===== config.mk =====
export PLATFORM = sky130hd
export DESIGN_NAME = rst_seq_ctrl
export DESIGN_NICKNAME = d
export VERILOG_FILES = /design/src/rtl/rst_seq_ctrl.sv
export SDC_FILE = /design/constraint.sdc
export NUM_CORES = 1
export LEC_CHECK = 0
export ABC_AREA = 1
export ABC_CLOCK_PERIOD_IN_PS = 1800
export CAP_MARGIN = 0
export CORE_UTILIZATION = 23
export DETAILED_ROUTE_END_ITERATION = 10
export PLACE_DENSITY = 0.46
export SYNTH_ARGS = -nofsm -noshare
export SYNTH_HDL_FRONTEND = slang
export SYNTH_SLANG_ARGS = --single-unit

===== constraint.sdc =====
create_clock -name clk_i -period 1.8 [get_ports clk_i]
set_clock_uncertainty 0.2 [all_clocks]
set_input_delay 0.18 -clock clk_i [delete_from_list [all_inputs] [get_ports clk_i]]
set_output_delay 0.18 -clock clk_i [all_outputs]
set_load 0.02 [all_outputs]

===== src/rtl/rst_seq_ctrl.sv =====
// rst_seq_ctrl - reset sequencer for the always-on clock/reset subsystem.
//
// Holds all downstream reset domains low for HOLD_CYC cycles, then releases
// them one by one (bit 0 first) with GAP_CYC cycles between releases. A
// software or watchdog request restarts the whole sequence from HOLD.
//
// Optional feature (macro RST_SEQ_CTRL_ACK_EN): each released domain must
// acknowledge (ack_i) before the next one is released. If the ack is still
// missing ACK_TO cycles after the gap ends, the sticky err_o flag is set and
// the sequence continues anyway.
//
// Ports:
//   clk_i          always-on clock
//   rst_n_i        asynchronous active-low reset (power-on / external)
//   sw_rst_req_i   software reset request (pulse or level)
//   wdt_rst_req_i  watchdog reset request (pulse or level)
//   rst_n_o        per-domain active-low reset, registered
//   busy_o         sequence in progress
//   done_o         all domains released (and acked, with the ack feature)
//   cause_o        last reset cause: 00 ext, 01 sw, 10 wdt
//   ack_i          per-domain out-of-reset ack (RST_SEQ_CTRL_ACK_EN only)
//   err_o          sticky ack-timeout flag    (RST_SEQ_CTRL_ACK_EN only)
module rst_seq_ctrl #(
  parameter int DOMAIN_NUM = 4,
  parameter int HOLD_CYC   = 16,
  parameter int GAP_CYC    = 8,
  parameter int ACK_TO     = 64
) (
  input  logic                  clk_i,
  input  logic                  rst_n_i,
  input  logic                  sw_rst_req_i,
  input  logic                  wdt_rst_req_i,
  output logic [DOMAIN_NUM-1:0] rst_n_o,
  output logic                  busy_o,
  output logic                  done_o,
  output logic [1:0]            cause_o
`ifdef RST_SEQ_CTRL_ACK_EN
  ,
  input  logic [DOMAIN_NUM-1:0] ack_i,
  output logic                  err_o
`endif
);

  localparam int MAX_HG = (HOLD_CYC > GAP_CYC) ? HOLD_CYC : GAP_CYC;
  localparam int MAX_C  = (MAX_HG > ACK_TO) ? MAX_HG : ACK_TO;
  localparam int CNT_W  = $clog2(MAX_C + 1);
  localparam int IDX_W  = (DOMAIN_NUM > 1) ? $clog2(DOMAIN_NUM) : 1;

  typedef enum logic [1:0] {HOLD, REL, DONE} state_e;

  state_e                state_q, state_d;
  logic [CNT_W-1:0]      cnt_q, cnt_d;
  logic [IDX_W-1:0]      idx_q, idx_d;
  logic [DOMAIN_NUM-1:0] rst_q, rst_d;
  logic                  busy_q, busy_d;
  logic                  done_q, done_d;
  logic [1:0]            cause_q, cause_d;

  logic req, hold_end, gap_end, last_idx;
  logic step;  // release domain idx (or leave REL when idx is the last one)

  assign req      = sw_rst_req_i | wdt_rst_req_i;
  assign hold_end = (cnt_q == CNT_W'(HOLD_CYC - 1));
  assign gap_end  = (cnt_q == CNT_W'(GAP_CYC - 1));
  assign last_idx = (idx_q == IDX_W'(DOMAIN_NUM - 1));

`ifdef RST_SEQ_CTRL_ACK_EN
  // wait_q: gap has elapsed but the previous domain has not acked yet; the
  // counter is reused from 0 to time out the ack, so it never exceeds ACK_TO.
  logic wait_q, wait_d;
  logic err_q, err_d;
  logic ack_prev, ack_last, to_end;

  assign ack_prev = ack_i[idx_q - IDX_W'(1)];
  assign ack_last = ack_i[DOMAIN_NUM-1];
  assign to_end   = (cnt_q == CNT_W'(ACK_TO - 1));
  assign step     = wait_q ? (ack_prev | to_end) : (gap_end & ack_prev);
`else
  assign step     = gap_end;
`endif

  // State register
  always_ff @(posedge clk_i or negedge rst_n_i) begin
    if (!rst_n_i) state_q <= HOLD;
    else          state_q <= state_d;
  end

  // Next-state logic
  always_comb begin
    state_d = state_q;
    if (req) begin
      state_d = HOLD;
    end else begin
      case (state_q)
        HOLD:    if (hold_end) state_d = (DOMAIN_NUM == 1) ? DONE : REL;
        REL:     if (step && last_idx) state_d = DONE;
        DONE:    state_d = DONE;
        default: state_d = HOLD;
      endcase
    end
  end

  // Output / datapath next values (all outputs are registered below)
  always_comb begin
    cnt_d   = cnt_q;
    idx_d   = idx_q;
    rst_d   = rst_q;
    done_d  = done_q;
    cause_d = cause_q;
`ifdef RST_SEQ_CTRL_ACK_EN
    wait_d  = wait_q;
    err_d   = err_q;
`endif
    if (req) begin
      cnt_d   = '0;
      idx_d   = '0;
      rst_d   = '0;
      done_d  = 1'b0;
      cause_d = wdt_rst_req_i ? 2'b10 : 2'b01;  // wdt wins a tie
`ifdef RST_SEQ_CTRL_ACK_EN
      wait_d  = 1'b0;
`endif
    end else begin
      case (state_q)
        HOLD: begin
          if (hold_end) begin
            rst_d[0] = 1'b1;
            idx_d    = IDX_W'(1);
            cnt_d    = '0;
          end else begin
            cnt_d = cnt_q + CNT_W'(1);
          end
        end
        REL: begin
          if (step) begin
            for (int i = 0; i < DOMAIN_NUM; i++)
              if (idx_q == IDX_W'(i)) rst_d[i] = 1'b1;
            cnt_d = '0;
            if (!last_idx) idx_d = idx_q + IDX_W'(1);
`ifdef RST_SEQ_CTRL_ACK_EN
            wait_d = 1'b0;
            if (wait_q && !ack_prev) err_d = 1'b1;
          end else if (gap_end && !wait_q) begin
            wait_d = 1'b1;
            cnt_d  = '0;
`endif
          end else begin
            cnt_d = cnt_q + CNT_W'(1);
          end
        end
        DONE: begin
`ifdef RST_SEQ_CTRL_ACK_EN
          // The last domain's ack gates done_o, timed from DONE entry.
          if (!done_q) begin
            if (ack_last || to_end) begin
              done_d = 1'b1;
              if (!ack_last) err_d = 1'b1;
            end else begin
              cnt_d = cnt_q + CNT_W'(1);
            end
          end
`else
          done_d = 1'b1;
`endif
        end
        default: ;
      endcase
    end
    busy_d = ~done_d;
  end

  always_ff @(posedge clk_i or negedge rst_n_i) begin
    if (!rst_n_i) begin
      cnt_q   <= '0;
      idx_q   <= '0;
      rst_q   <= '0;
      busy_q  <= 1'b1;
      done_q  <= 1'b0;
      cause_q <= 2'b00;
`ifdef RST_SEQ_CTRL_ACK_EN
      wait_q  <= 1'b0;
      err_q   <= 1'b0;
`endif
    end else begin
      cnt_q   <= cnt_d;
      idx_q   <= idx_d;
      rst_q   <= rst_d;
      busy_q  <= busy_d;
      done_q  <= done_d;
      cause_q <= cause_d;
`ifdef RST_SEQ_CTRL_ACK_EN
      wait_q  <= wait_d;
      err_q   <= err_d;
`endif
    end
  end

  assign rst_n_o = rst_q;
  assign busy_o  = busy_q;
  assign done_o  = done_q;
  assign cause_o = cause_q;
`ifdef RST_SEQ_CTRL_ACK_EN
  assign err_o   = err_q;
`endif

endmodule


Word level (Yosys, flattened, before mapping)
Cells that the tools add are included.
{ "classes": {"add_sub_neg": 2, "muxes": 24, "n_bitwise": 2, "n_eq_ne": 12, "reduce_logical": 15} }
{ "op_table": {"columns": ["operator", "n"], "rows": [
  ["$mux 7", 3],
  ["$ne 3x3->1 const B", 5],
  ["$mux 2", 7],
  ["$pmux 7 s2", 1],
  ["$reduce_bool 2->1", 5],
  ["$reduce_and 3->1", 3],
  ["$mux 4", 2],
  ["$reduce_and 4->1", 2],
  ["$add 7x1->7 const B", 1],
  ["$eq 7x3->1 const B", 1],
  ["$eq 7x4->1 const B", 1],
  ["$mux 1", 7],
  ["$eq 2x2->1 const B", 3],
  ["$pmux 2 s3", 1],
  ["$eq 2x1->1 const B", 2],
  ["$logic_not 2->1", 2],
  ["$pmux 2 s2", 1],
  ["$mux 3", 1],
  ["$reduce_bool 3->1", 1],
  ["$add 2x1->2 const B", 1],
  ["$pmux 1 s2", 1],
  ["$reduce_and 2->1", 1],
  ["$logic_and 1x1->1", 1],
  ["$not 1->1", 1],
  ["$or 1x1->1", 1]
]} }
{ "word_totals": {"output_inout_bits": 8, "regBits": 19, "wordCells": 65, "inputBits": 4} }

Depth between registers and ports, before layout
{ "depth": {"word_depth": 5, "ltp_mapped": 10, "mapped_depth_nobuf": 9} }

Worst setup path before layout
Ideal clock, no wire load.
{ "synth_timing": {"path_kind": "reg2reg", "startpoint": "register state_q[1]", "endpoint": "register cnt_q[1]", "required_time_ns": 1.487, "path_stages_with_launch": 11, "synth_period_minus_slack_ns": 1.647, "setup_slack_ns": 0.153, "setup_ns": 0.113, "arrival_ns": 1.335, "n_path_buf": 1, "cell_sequence": "dfrtp_1 inv_1 ha_1 inv_2 nand3_2 buf_6 or2_1 o21ai_1 inv_1 nand2_1 inv_1"} }
{ "synth_between": {"elab_chain_cells": 3, "word_cells_on_any_way": 5, "classes_between": "1 x eq/ne; 2 x mux; 2 x reduce/logical"} }
{ "synth_rtl": {"columns": ["element", "line", "source"], "rows": [
  ["from (decl)", "51", "state_e state_q, state_d;"],
  ["from (signal assigned)", "85", "else state_q <= state_d;"],
  ["$eq 2x1->1 or $logic_not 2->1 (tied branches)", "124", "case (state_q)"],
  ["$pmux 7 s2", "124", null],
  ["$mux 7", "114", "if (req) begin"],
  ["to (signal assigned)", "185", "cnt_q <= cnt_d;"],
  ["to (decl)", "52", "logic [CNT_W-1:0] cnt_q, cnt_d;"]
]} }
Parallel ways exist; a longest one is shown, timed or not.
A chain may end at the register's enable or synchronous reset.

Worst setup path after layout
{ "layout_timing": {"startpoint": "register busy_q, in the netlist busy_o", "endpoint": "output port busy_o"} }
{ "layout_lines": {"columns": ["element", "line", "source"], "rows": [
  ["from (decl)", "55", "logic busy_q, busy_d;"],
  ["from (signal assigned)", "188", "busy_q <= busy_d;"],
  ["to (decl)", "34", "output logic busy_o,"]
]} }
No word-level cell between the ends.

==> flow_summary_export.csv <==
group,metric,value,unit
logic_synthesis,synth_top_family_by_area,"simple AND/OR/NAND/NOR gates",
place,port_buffers,11,
clock_tree,cts_made_buffers,3,
job,cap_violations,0,
outcome,violations,"DRC",
floorplan,die_x,70.48,um
pwr,seqPwrFrac,49.7,%
layout,nets,174,
setup_path,cp_cell_sequence,"clkdlybuf4s50_1",
outcome,outcome,"complete, but fails checks",
global_routing,grt_max_degree,20,
hold_path,hold_class,"input pin to async pin",
global_routing,antenna_found_initial,0,
floorplan,die_area,0.004967,mm^2
timing,slew_violations,0,
place,place_congestion,0.8543,
timing,rsz0062_at_grt,"false",
timing,min_period,1.749,ns
floorplan,die_h,70.48,um
setup_path,crit_path_max_incr_delay,0.59,ns
layout,final_cell_mix,"nand2_1, inv_1, dfrtp_1, clkdlybuf4s50_1",
logic_synthesis,synth_compound_area_share,7.077,%
timing,worst_pin_slew,0.2518,ns
pwr,power.total,0.9229,mW
global_routing,grt_pass1_vias,843,
drt,antenna_left,0,
setup_path,crit_path_top_delay_cell,"clkdlybuf4s50_1",
layout,final_common_cell,"nand2_1",
drt,first_iter_violations,54,
floorplan,core_area,0.004444,mm^2
floorplan,pin_count,12,
global_routing,grt_first_pass_wirelength,3643,um
clock_tree,clock-sinks,19,
floorplan,start_util,24.27,%
clock_tree,clk_pin_slew,0.08,ns
clock_tree,cts_tree,"yes",
layout,drive_gt1_share,14.91,%
clock_tree,clk_path_buf_depth,2,
drt,wl_per_cell,9.930,um
layout,num-fill-cells,486,
logic_synthesis,synthAdderAreaFrac,9.281,%
place,dpl-instance-area,0.001305,mm^2
logic_synthesis,synth.distinct_cells,22,
clock_tree,clock_latency,0.26,ns
drt,routed_via_density,4.376,
drt,vias,932,
layout,design_area,0.001374,mm^2
pwr,p_per_area,671.8,mW/mm^2
setup_path,critPathKind,"register to output pin",
setup_path,endpoint_kind,"output pin",
global_routing,grt.total_usage,9.386,%
setup_path,crit_required,1.42,ns
logic_synthesis,synthesis.nets,150,
setup_path,cp_top_family,"buffers and inverters",
timing,slew_headroom,83.21,%
setup_path,critPathLaunchType,"register",
pwr,p_int,0.6691,mW
pwr,switching_power,0.2538,mW
logic_synthesis,yosys_register_bits,19,
logic_synthesis,synthSimpleGateAreaFrac,27.26,%
logic_synthesis,syn_inst,138,
timing,finalHoldViolations,0,
logic_synthesis,yosys.area_share.xor_xnor,1.624,%
logic_synthesis,synth_mux_area_share,0,%
timing,fin_crit_sh,97.15,%
layout,n_antenna_cell,0,
global_routing,grt-ovfl-total,0,
clock_tree,hold_buffers,0,
logic_synthesis,ys_warn_count,0,
timing,setup_viol,0,
logic_synthesis,ys_seq_area_share,44.20,%
place,dpl.hpwl,1637,um
timing,finalSetupTns,0,ns
pwr,power_leakage,0.7051,nW
setup_path,crit_fanout,1,
clock_tree,root_buffer,"clkbuf_8",
pwr,p_clk_share,32.8,%
pwr,power_frac_comb,17.5,%
drt,first_pass_iters,7,
setup_path,crit_arrival,1.37,ns
drt,drc_errors,2,
pwr,netSwitchingFraction,27.50,%
pwr,ir_worst_vdd,0.0002632,V
timing,fmax,571.8,MHz
setup_path,crit_buf_inv,1,
drt,drt_wl_total,2115,um
floorplan,rows,24,
layout,syn2layout_area_growth,27.38,%
logic_synthesis,syn_avg_cell_area,7.815,um^2
clock_tree,h-tree-depth,1,
logic_synthesis,synth_area,0.001079,mm^2
## registers in the layout (all words and copies together), names as in the netlist
register and flops:
busy_o 1, cause_o 2, cnt_q 7, done_o 1
idx_q 2, rst_n_o 4, state_q 2
## cells in the mapped netlist (all sizes together)
library cell	n	area (um^2)
o22ai	1	6.260
nor2	14	65.06
ha	8	100.1
dfstp	1	26.28
buf	2	16.26
nand2	35	131.4
nand4	4	25.02
xor2	2	17.52
inv	26	97.59
or2	2	12.52
o21ai	10	50.05
dfrtp	18	450.4
nor3	1	5.000
a21oi	4	20.02
nand3	10	55.05
## what timing repair did
item / 4_1_cts / 5_1_grt
gates resized for setup: 0 / 4
setup endpoints to repair: 0 / 8
buffers inserted: 0 / 1
## path summary, 6_finish.rpt
check / slack [ns] / from / to / depth (start not counted)
worst max register to register: 0.12 / cnt_q[0] / idx_q[1] / 8
worst max-delay path: 0.05 / busy_o / busy_o / 1
worst min register to register: 0.26 / done_o / busy_o / 1
worst min-delay path: 0.05 / rst_n_i / cnt_q[5] / 2
min in group clk_i: 0.26 / done_o / busy_o / 1
max in group asynchronous: 1.08 / rst_n_i / busy_o / 2
## cells by family (layout without fill, tap and decap cells)
kind of cell,count (synthesis),count (layout)
buffers and inverters,28,51
adder cells (fa/ha/maj),8,8
AND/OR/NAND/NOR,66,66
flip-flops,19,19
XOR/XNOR,2,2
AO/OA/AOI/OAI,15,15
## layout make-up
class / count / area [um^2] / area share (%)
clock buffer: 3 / 41.29 / 3.005
clock inverter: 1 / 5.005 / 0.3643
inverter: 26 / 97.59 / 7.104
multi-input combinational: 91 / 503.0 / 36.61
sequential: 19 / 476.7 / 34.70
tap: 52 / 65.06 / 4.736
timing repair buffer: 21 / 185.2 / 13.48
## power groups by stage
stage / Sequential [mW] / Combinational (mW) / Clock (mW)
after global routing: 0.463 / 0.181 / 0.338
final: 0.459 / 0.161 / 0.302
after CTS: 0.460 / 0.160 / 0.324
after detailed placement: 0.468 / 0.159 / 0
after floorplan: 0.475 / 0.0837 / 0
after global placement: 0.468 / 0.159 / 0
## metrics by stage
| step | std cells | hold slack [ns] | utilization, % | setup WS (ns) |
|---|---|---|---|---|
| 2_1_floorplan | 138 | -0.3156 | - | 0.1525 |
| 3_3_place_gp | 208 | 0.2367 | 29.36 | 0.07162 |
| 3_5_place_dp | 208 | 0.2528 | 29.36 | 0.04318 |
| 4_1_cts | 212 | 0.05699 | 30.41 | 0.03212 |
| 5_1_grt | 213 | 0.07963 | 30.91 | 0.002558 |
| 6_report | 213 | 0.05412 | 30.91 | 0.05128 |
## routing by layer
layer	track usage, %	vias up	share of wire [%]
met5	0	-	0
met4	3.401	0	0.76
met3	3.175	2	5.2
met2	14.35	19	46
met1	12.23	439	48
li1	-	472	-
No activity file was read; power rests on OpenSTA's default activity.
